$ cat config.mk
export PLATFORM = sky130hd
export DESIGN_NAME = ika87ad_busmem
export DESIGN_NICKNAME = d
export VERILOG_FILES = /design/src/rtl/ika87ad_busmem.sv
export SDC_FILE = /design/constraint.sdc
export NUM_CORES = 2
export LEC_CHECK = 0
export ABC_AREA = 1
export CORE_ASPECT_RATIO = 2
export CORE_MARGIN = 2
export CORE_UTILIZATION = 55
export DETAILED_ROUTE_END_ITERATION = 7
export PLACE_DENSITY = 0.77
export SYNTH_ARGS = -nofsm -noshare
export SYNTH_HDL_FRONTEND = slang
export SYNTH_SLANG_ARGS = --single-unit
$ cat constraint.sdc
create_clock -name i_EMUCLK -period 11.19 [get_ports i_EMUCLK]
set_input_delay 1.6785 -clock i_EMUCLK [delete_from_list [all_inputs] [get_ports i_EMUCLK]]
set_output_delay 1.6785 -clock i_EMUCLK [all_outputs]
set_load 0.05 [all_outputs]
$ cat src/rtl/ika87ad_busmem.sv
// ika87ad_busmem: external memory model for the IKA87AD bus.
// It provides the clock-enable prescaler, an ALE address latch, registered reads,
// write commit on the WR_n rising edge with a write-protected ROM window, and a loader port.
// Define IKA87AD_BUSMEM_STATS_EN to add the saturating o_RD_CNT and o_WR_CNT access counters.
module ika87ad_busmem #(
   parameter int AW       = 9,
   parameter int PRESCALE = 4,
   parameter int ROM_LO   = 0,
   parameter int ROM_HI   = 255
) (
   input  logic          i_EMUCLK,
   input  logic          i_RESET_n,
   output logic          o_PCEN,
   input  logic          i_ALE,
   input  logic          i_RD_n,
   input  logic          i_WR_n,
   input  logic [15:0]   i_A,
   input  logic [7:0]    i_CPU_DO,
   output logic [7:0]    o_CPU_DI,
   output logic          o_DI_OE,
   input  logic          i_LD_EN,
   input  logic          i_LD_WE,
   input  logic [AW-1:0] i_LD_ADDR,
   input  logic [7:0]    i_LD_DATA,
   output logic          o_LD_ACK,
`ifdef IKA87AD_BUSMEM_STATS_EN
   output logic [15:0]   o_RD_CNT,
   output logic [15:0]   o_WR_CNT,
`endif
   output logic          o_WPROT
);

   localparam int            CW      = (PRESCALE > 1) ? $clog2(PRESCALE) : 1;
   localparam logic [CW-1:0] LAST    = CW'(PRESCALE - 1);
   localparam logic [AW-1:0] LO      = AW'(ROM_LO);
   localparam logic [AW-1:0] SPAN    = AW'(ROM_HI - ROM_LO);
   localparam logic          PROT_EN = (ROM_LO <= ROM_HI);

   logic [7:0]    mem [2**AW];
   logic [CW-1:0] cnt;
   logic [AW-1:0] latch;
   logic [AW-1:0] rom_off;
   logic [7:0]    wdata;
   logic          wr_hist;
   logic          rd_ok;
   logic          commit;
   logic          in_rom;
   logic          ld_wr;

   assign rd_ok   = !i_RD_n && i_WR_n && !i_LD_EN;
   assign commit  = !wr_hist && i_WR_n && !i_LD_EN;
   // A wrapped offset from ROM_LO keeps the window test a single compare.
   assign rom_off = latch - LO;
   assign in_rom  = PROT_EN && (rom_off <= SPAN);
   assign ld_wr   = i_LD_EN && i_LD_WE;

   // The prescaler counts 0..PRESCALE-1 and flags the last count one cycle later.
   always_ff @(posedge i_EMUCLK or negedge i_RESET_n) begin
      if (!i_RESET_n) begin
         cnt    <= '0;
         o_PCEN <= 1'b0;
      end else begin
         cnt    <= (cnt == LAST) ? '0 : cnt + 1'b1;
         o_PCEN <= (cnt == LAST);
      end
   end

   // The address latch, registered read path, write capture and status pulses.
   always_ff @(posedge i_EMUCLK or negedge i_RESET_n) begin
      if (!i_RESET_n) begin
         latch    <= '0;
         wdata    <= '0;
         wr_hist  <= 1'b1;
         o_CPU_DI <= 8'hFF;
         o_DI_OE  <= 1'b0;
         o_LD_ACK <= 1'b0;
         o_WPROT  <= 1'b0;
      end else begin
         latch    <= i_ALE ? i_A[AW-1:0] : latch;
         wdata    <= !i_WR_n ? i_CPU_DO : wdata;
         wr_hist  <= i_WR_n;
         o_CPU_DI <= rd_ok ? mem[latch] : 8'hFF;
         o_DI_OE  <= rd_ok;
         o_LD_ACK <= ld_wr;
         o_WPROT  <= commit && in_rom;
      end
   end

   // The array is not reset, so the loaded image survives a core reset.
   always_ff @(posedge i_EMUCLK) begin
      if (ld_wr) mem[i_LD_ADDR] <= i_LD_DATA;
      else if (commit && !in_rom) mem[latch] <= wdata;
   end

`ifdef IKA87AD_BUSMEM_STATS_EN
   logic rd_hist;

   // The access counters saturate at all-ones. Protected writes still count as commits.
   always_ff @(posedge i_EMUCLK or negedge i_RESET_n) begin
      if (!i_RESET_n) begin
         rd_hist  <= 1'b1;
         o_RD_CNT <= '0;
         o_WR_CNT <= '0;
      end else begin
         rd_hist  <= i_RD_n;
         o_RD_CNT <= (rd_hist && rd_ok && o_RD_CNT != 16'hFFFF) ? o_RD_CNT + 1'b1 : o_RD_CNT;
         o_WR_CNT <= (commit && o_WR_CNT != 16'hFFFF) ? o_WR_CNT + 1'b1 : o_WR_CNT;
      end
   end
`endif

endmodule

; Word level (Yosys, flattened, before mapping)
; Memories as Yosys holds them, arrays and structs flattened.
; Cells that the tools add are included.
[totals]
mem_bits_ro = 0
mem_count = 1
latchBits = 0
ram_bits = 4096
input_bits = 48
out_inout_bits = 12
register_bits = 32
[memory_table]
columns = memory, depth, word_bits, read_ports, rd_ports_with_merged_regs, write_ports, line_no
row1 = mem, 512, 8, 1, 0, 1, 39  ; logic [7:0] mem [2**AW];
[op_classes]
magnitude_cmp = 1
eq_ne = 1
mul = 0
n_shift = 0
n_div = 0
add_sub_neg = 1
bitwise_logic = 0
reduce_logical = 12
muxes = 10
[op_table]
columns = cell, count
row1 = $mux 8, 2
row2 = $le 9x8->1 const B, 1
row3 = $mux 9, 1
row4 = $reduce_or 8->1, 1
row5 = $logic_and 1x1->1, 7
row6 = $mux 1, 6
row7 = $logic_not 1->1, 4
row8 = $add 2x1->2 const B, 1
row9 = $eq 2x2->1 const B, 1
row10 = $mux 2, 1

; Logic depth before layout (Yosys ltp)
[depth]
ltp_word = 9
mapped_depth = 17
ltp_nobuf = 13

; Worst setup path after synthesis
; Ideal clock, no wire load.
[synth_timing]
path_type = in2reg
start = input port i_WR_n
end = memory mem[0][0] (data pin)
slack_ps = 1223
t_arrival_ps = 8516
path_buffers = 3
stages = 10
setup_time_ps = 1451
cell_sequence = buf_4 > inv_2 > nor2_1 > nand2_1 > nor2_4 > inv_2 > buf_6 > buf_6 > nand2_1 > nand2_1
[synth_via]
elab_chain_cells = 8
[synth_lines]
columns = item, line_no
row1 = start: declaration, 16  ; input logic i_WR_n,
row2 = $logic_and 1x1->1 (2 in series), 51  ; assign commit = !wr_hist && i_WR_n && !i_LD_EN;
row3 = $logic_and 1x1->1, 92  ; else if (commit && !in_rom) mem[latch] <= wdata;
row4 = $mux 1, 92
row5 = $mux 1, 91  ; if (ld_wr) mem[i_LD_ADDR] <= i_LD_DATA;
row6 = $mux 1 (not written as such), 92
row7 = $reduce_or 8->1 (no source line), -
row8 = $mux 8 (no source line), -
row9 = end: declaration, 39
; Every way passes these cells.

; Worst setup path in the final report
[layout_timing]
start = input port i_WR_n
end = memory mem[340][5] (enable)
[layout_via]
elab_chain_cells = 8
elab_cells_between_ends = 9
classes_between = mux (5) / reduce/logical (4)
[layout_lines]
columns = item, line_no
row1 = $logic_and 1x1->1 (*) (2 in series), 51
row2 = $logic_and 1x1->1 (*), 92
row3 = $mux 1 (*), 92
row4 = $mux 1 (*), 91
row5 = $mux 1 (not written as such) (*), 92
row6 = $reduce_or 8->1 (no source line), -
row7 = $mux 9 (no source line) or $mux 1 (tied branches), -
; Every way passes the cells marked *; elsewhere a longest branch is shown, timed or not.

==> impl_metrics.json <==
{
  "drv_slew": 0,
  "dp_hpwl_um": 252000,
  "p_comb_frac": 0.099,
  "cts_buffers": 319,
  "fin_crit_sh": 0.533,
  "htreeDepth": 5,
  "postLayoutCellArea_sq_um": 181000,
  "crit_path_end_kind": "flop",
  "syn2layout_area_growth_pct": 8.36,
  "ys_warn_count": 0,
  "reg2reg_slack_ns": 6.00,
  "clk_latency_ns": 0.92,
  "layout_setup_ws_ns": 5.23,
  "skew_ns": 0.0570,
  "pwr_density_cell_nw_per_um2": 177,
  "cts-resized-gates": 0,
  "grt_pass1_vias": 106000,
  "fin_nets": 13800,
  "final_common_cell": "nand2_1",
  "layout_common_cells": "4,572 x nand2_1, 4,096 x edfxtp_1, 3,896 x nand3_1",
  "dr.first_iter.drc_count": 13800,
  "wl_per_cell_um": 24.4,
  "ys_seq_elements": 4128,
  "hold_buffers": 0,
  "reg2reg_to": "o_CPU_DI[1]",
  "intPower_mw": 24.2,
  "tightestPinTransition_ns": 1.34,
  "port_buffers": 52,
  "path_class": "in2reg",
  "die_h_um": 783,
  "drc": 5,
  "fin_crit_ns": 5.96,
  "totalWireLength_um": 439000,
  "initial_core_util": 0.553,
  "violations": "design-rule violations",
  "hold_slack_ns": 0.434,
  "hold_violations": 0,
  "fp.dieW_um": 393,
  "cts_tree": "yes",
  "rsz0062_at_grt": "false",
  "drive_gt1_frac": 0.0484,
  "timing.rr.start": "latch[0]",
  "synth_area_sq_um": 167000,
  "swShare": 0.243,
  "switchingPower_mw": 7.77,
  "cts_setup_buffers": 0,
  "worstPathArrival_ns": 6.49,
  "fin_util": 0.600,
  "seq_area_frac_synth": 0.743,
  "clkPwrFrac": 0.364,
  "drt-vias-per-instance": 6.07,
  "cts.path.max_buffers": 4,
  "hold_path.class": "reg2reg",
  "grt_overflow": 0,
  "holdPathStages": 1,
  "antenna_found_initial": 12,
  "crit_fanout": 20,
  "rows": 285,
  "fp.dieArea_sq_um": 308000,
  "reg2reg_depth": 15,
  "syn_inst": 14200,
  "yosysUniqueCellTypes": 26,
  "peakVddDrop_v": 0.000150,
  "vias": 109000,
  "grt_start_max_net_pins": 213,
  "syn_avg_cell_area_sq_um": 11.7,
  "clock.fmax_mhz": 168,
  "drtAntennaViolNets": 0,
  "worstPathRequired_ns": 11.72,
  "status": "complete, but fails checks",
  "cp-start-kind": "primary input",
  "placed_area_sq_um": 170000,
  "relSlewSlack": 0.108,
  "synthesis.nets": 14200,
  "cts.sinks": 4128,
  "grt_usage": 0.279,
  "cp-endpoint": "mem[340][5]",
  "dr.pass1.iters": 8,
  "setup_viol": 0,
  "core-area_sq_um": 301000,
  "pwr-share-seq": 0.536,
  "place_ws_ns": 4.42,
  "drv_cap": 0,
  "path_clk_slew_ns": 0.07,
  "gp_congestion": 0.951,
  "leakagePower_nw": 62.3,
  "grt_pass1_wl_um": 645000,
  "ios": 60,
  "tns_ns": 0,
  "cts_root_buffer": "clkbuf_16",
  "startpoint": "i_WR_n"
}
==> layer usage <==
layer / vias to the layer above / routed length [um] / track usage
met5: - / 61 / 0
met4: 10 / 34900 / 0.196
met3: 1470 / 39500 / 0.0406
met2: 6195 / 223000 / 0.486
met1: 52400 / 142000 / 0.315
li1: 49100 / - / -
==> synth_stat cells <==
master | instances | area, sq um
nand3b_1 | 1 | 7.51
o21ai_2 | 3 | 26.3
or2_2 | 3 | 18.8
buf_2 | 105 | 526
nand2_1 | 4595 | 17200
buf_6 | 2 | 22.5
edfxtp_1 | 4096 | 123000
o21ai_0 | 9 | 45.0
nand2_2 | 1 | 6.26
clkbuf_1 | 734 | 2760
o21ai_1 | 4 | 20.0
nor2_1 | 530 | 1990
nor3_2 | 2 | 20.0
buf_1 | 149 | 559
nand3_1 | 3896 | 19500
nor3_1 | 3 | 15.0
clkinv_1 | 3 | 11.3
inv_1 | 10 | 37.5
ha_1 | 1 | 12.5
buf_4 | 1 | 7.51
a21oi_1 | 1 | 5.00
inv_2 | 9 | 33.8
nor2_2 | 1 | 6.26
dfstp_2 | 9 | 236
nor2_4 | 4 | 45.0
dfrtp_1 | 23 | 576
==> sequential cells by signal, summed over array words and instances, names as in the netlist <==
register and flops:
cnt 2, latch 9, mem 4096, o_CPU_DI 8, o_DI_OE 1, o_LD_ACK 1
o_PCEN 1, o_WPROT 1, wdata 8, wr_hist 1
==> cell families after synthesis <==
kind of cell,share of synthesized area
and+or+nand+nor,0.233
DFF,0.743
buffers and inverters,0.0237
AOI/OAI and AO/OA,0.000578
adders and majority gates,0.0000750
==> critical path, stage by stage <==
cell and delay [ns]:
clkdlybuf4s50_1 0.70, inv_2 0.18, nor2_1 0.12, nand2_1 0.10, nor2_4 0.36, inv_2 0.29
o21ai_2 0.34, inv_2 0.10, nor2_1 0.94, nand2_1 0.82, nor2_1 0.82
==> worst min-delay path by stage <==
| stage | startpoint | end | slack, ns |
|---|---|---|---|
| global route | cnt[0] | cnt[0] | 0.46 |
| finish | cnt[0] | cnt[0] | 0.43 |
| detailed placement | cnt[0] | cnt[0] | 0.43 |
| CTS | cnt[0] | cnt[0] | 0.44 |
| floorplan | cnt[0] | cnt[0] | 0.40 |
| global placement | cnt[0] | cnt[0] | 0.41 |
==> power by group through the flow <==
stage          Combinational, mW  Sequential, mW  Clock [mW]
6_report                    3.18            17.1        11.6
2_1_floorplan               1.90            17.7           0
3_5_place_dp                3.07            17.5           0
5_1_grt                     3.37            17.1        12.2
3_3_place_gp                3.01            17.5           0
4_1_cts                     3.08            17.1        11.7
==> area by class of cell <==
cell class | count | area (sq um)
diodes | 5 | 12.5
fillers | 22500 | 121000
clock inverters | 178 | 2030
multi-input cells | 9054 | 39100
inverters | 22 | 118
repair buffers | 202 | 2020
well taps | 4018 | 5030
flip-flops and latches | 4128 | 124000
clock buffers | 393 | 8480
==> stage by stage <==
step | total power, mW | instances
2_1_floorplan | 19.6 | 14200
3_3_place_gp | 20.5 | 17400
3_5_place_dp | 20.5 | 17400
4_1_cts | 31.9 | 18000
5_1_grt | 32.7 | 18000
6_report | 32.0 | 18000
No activity file was read; power rests on OpenSTA's default activity.
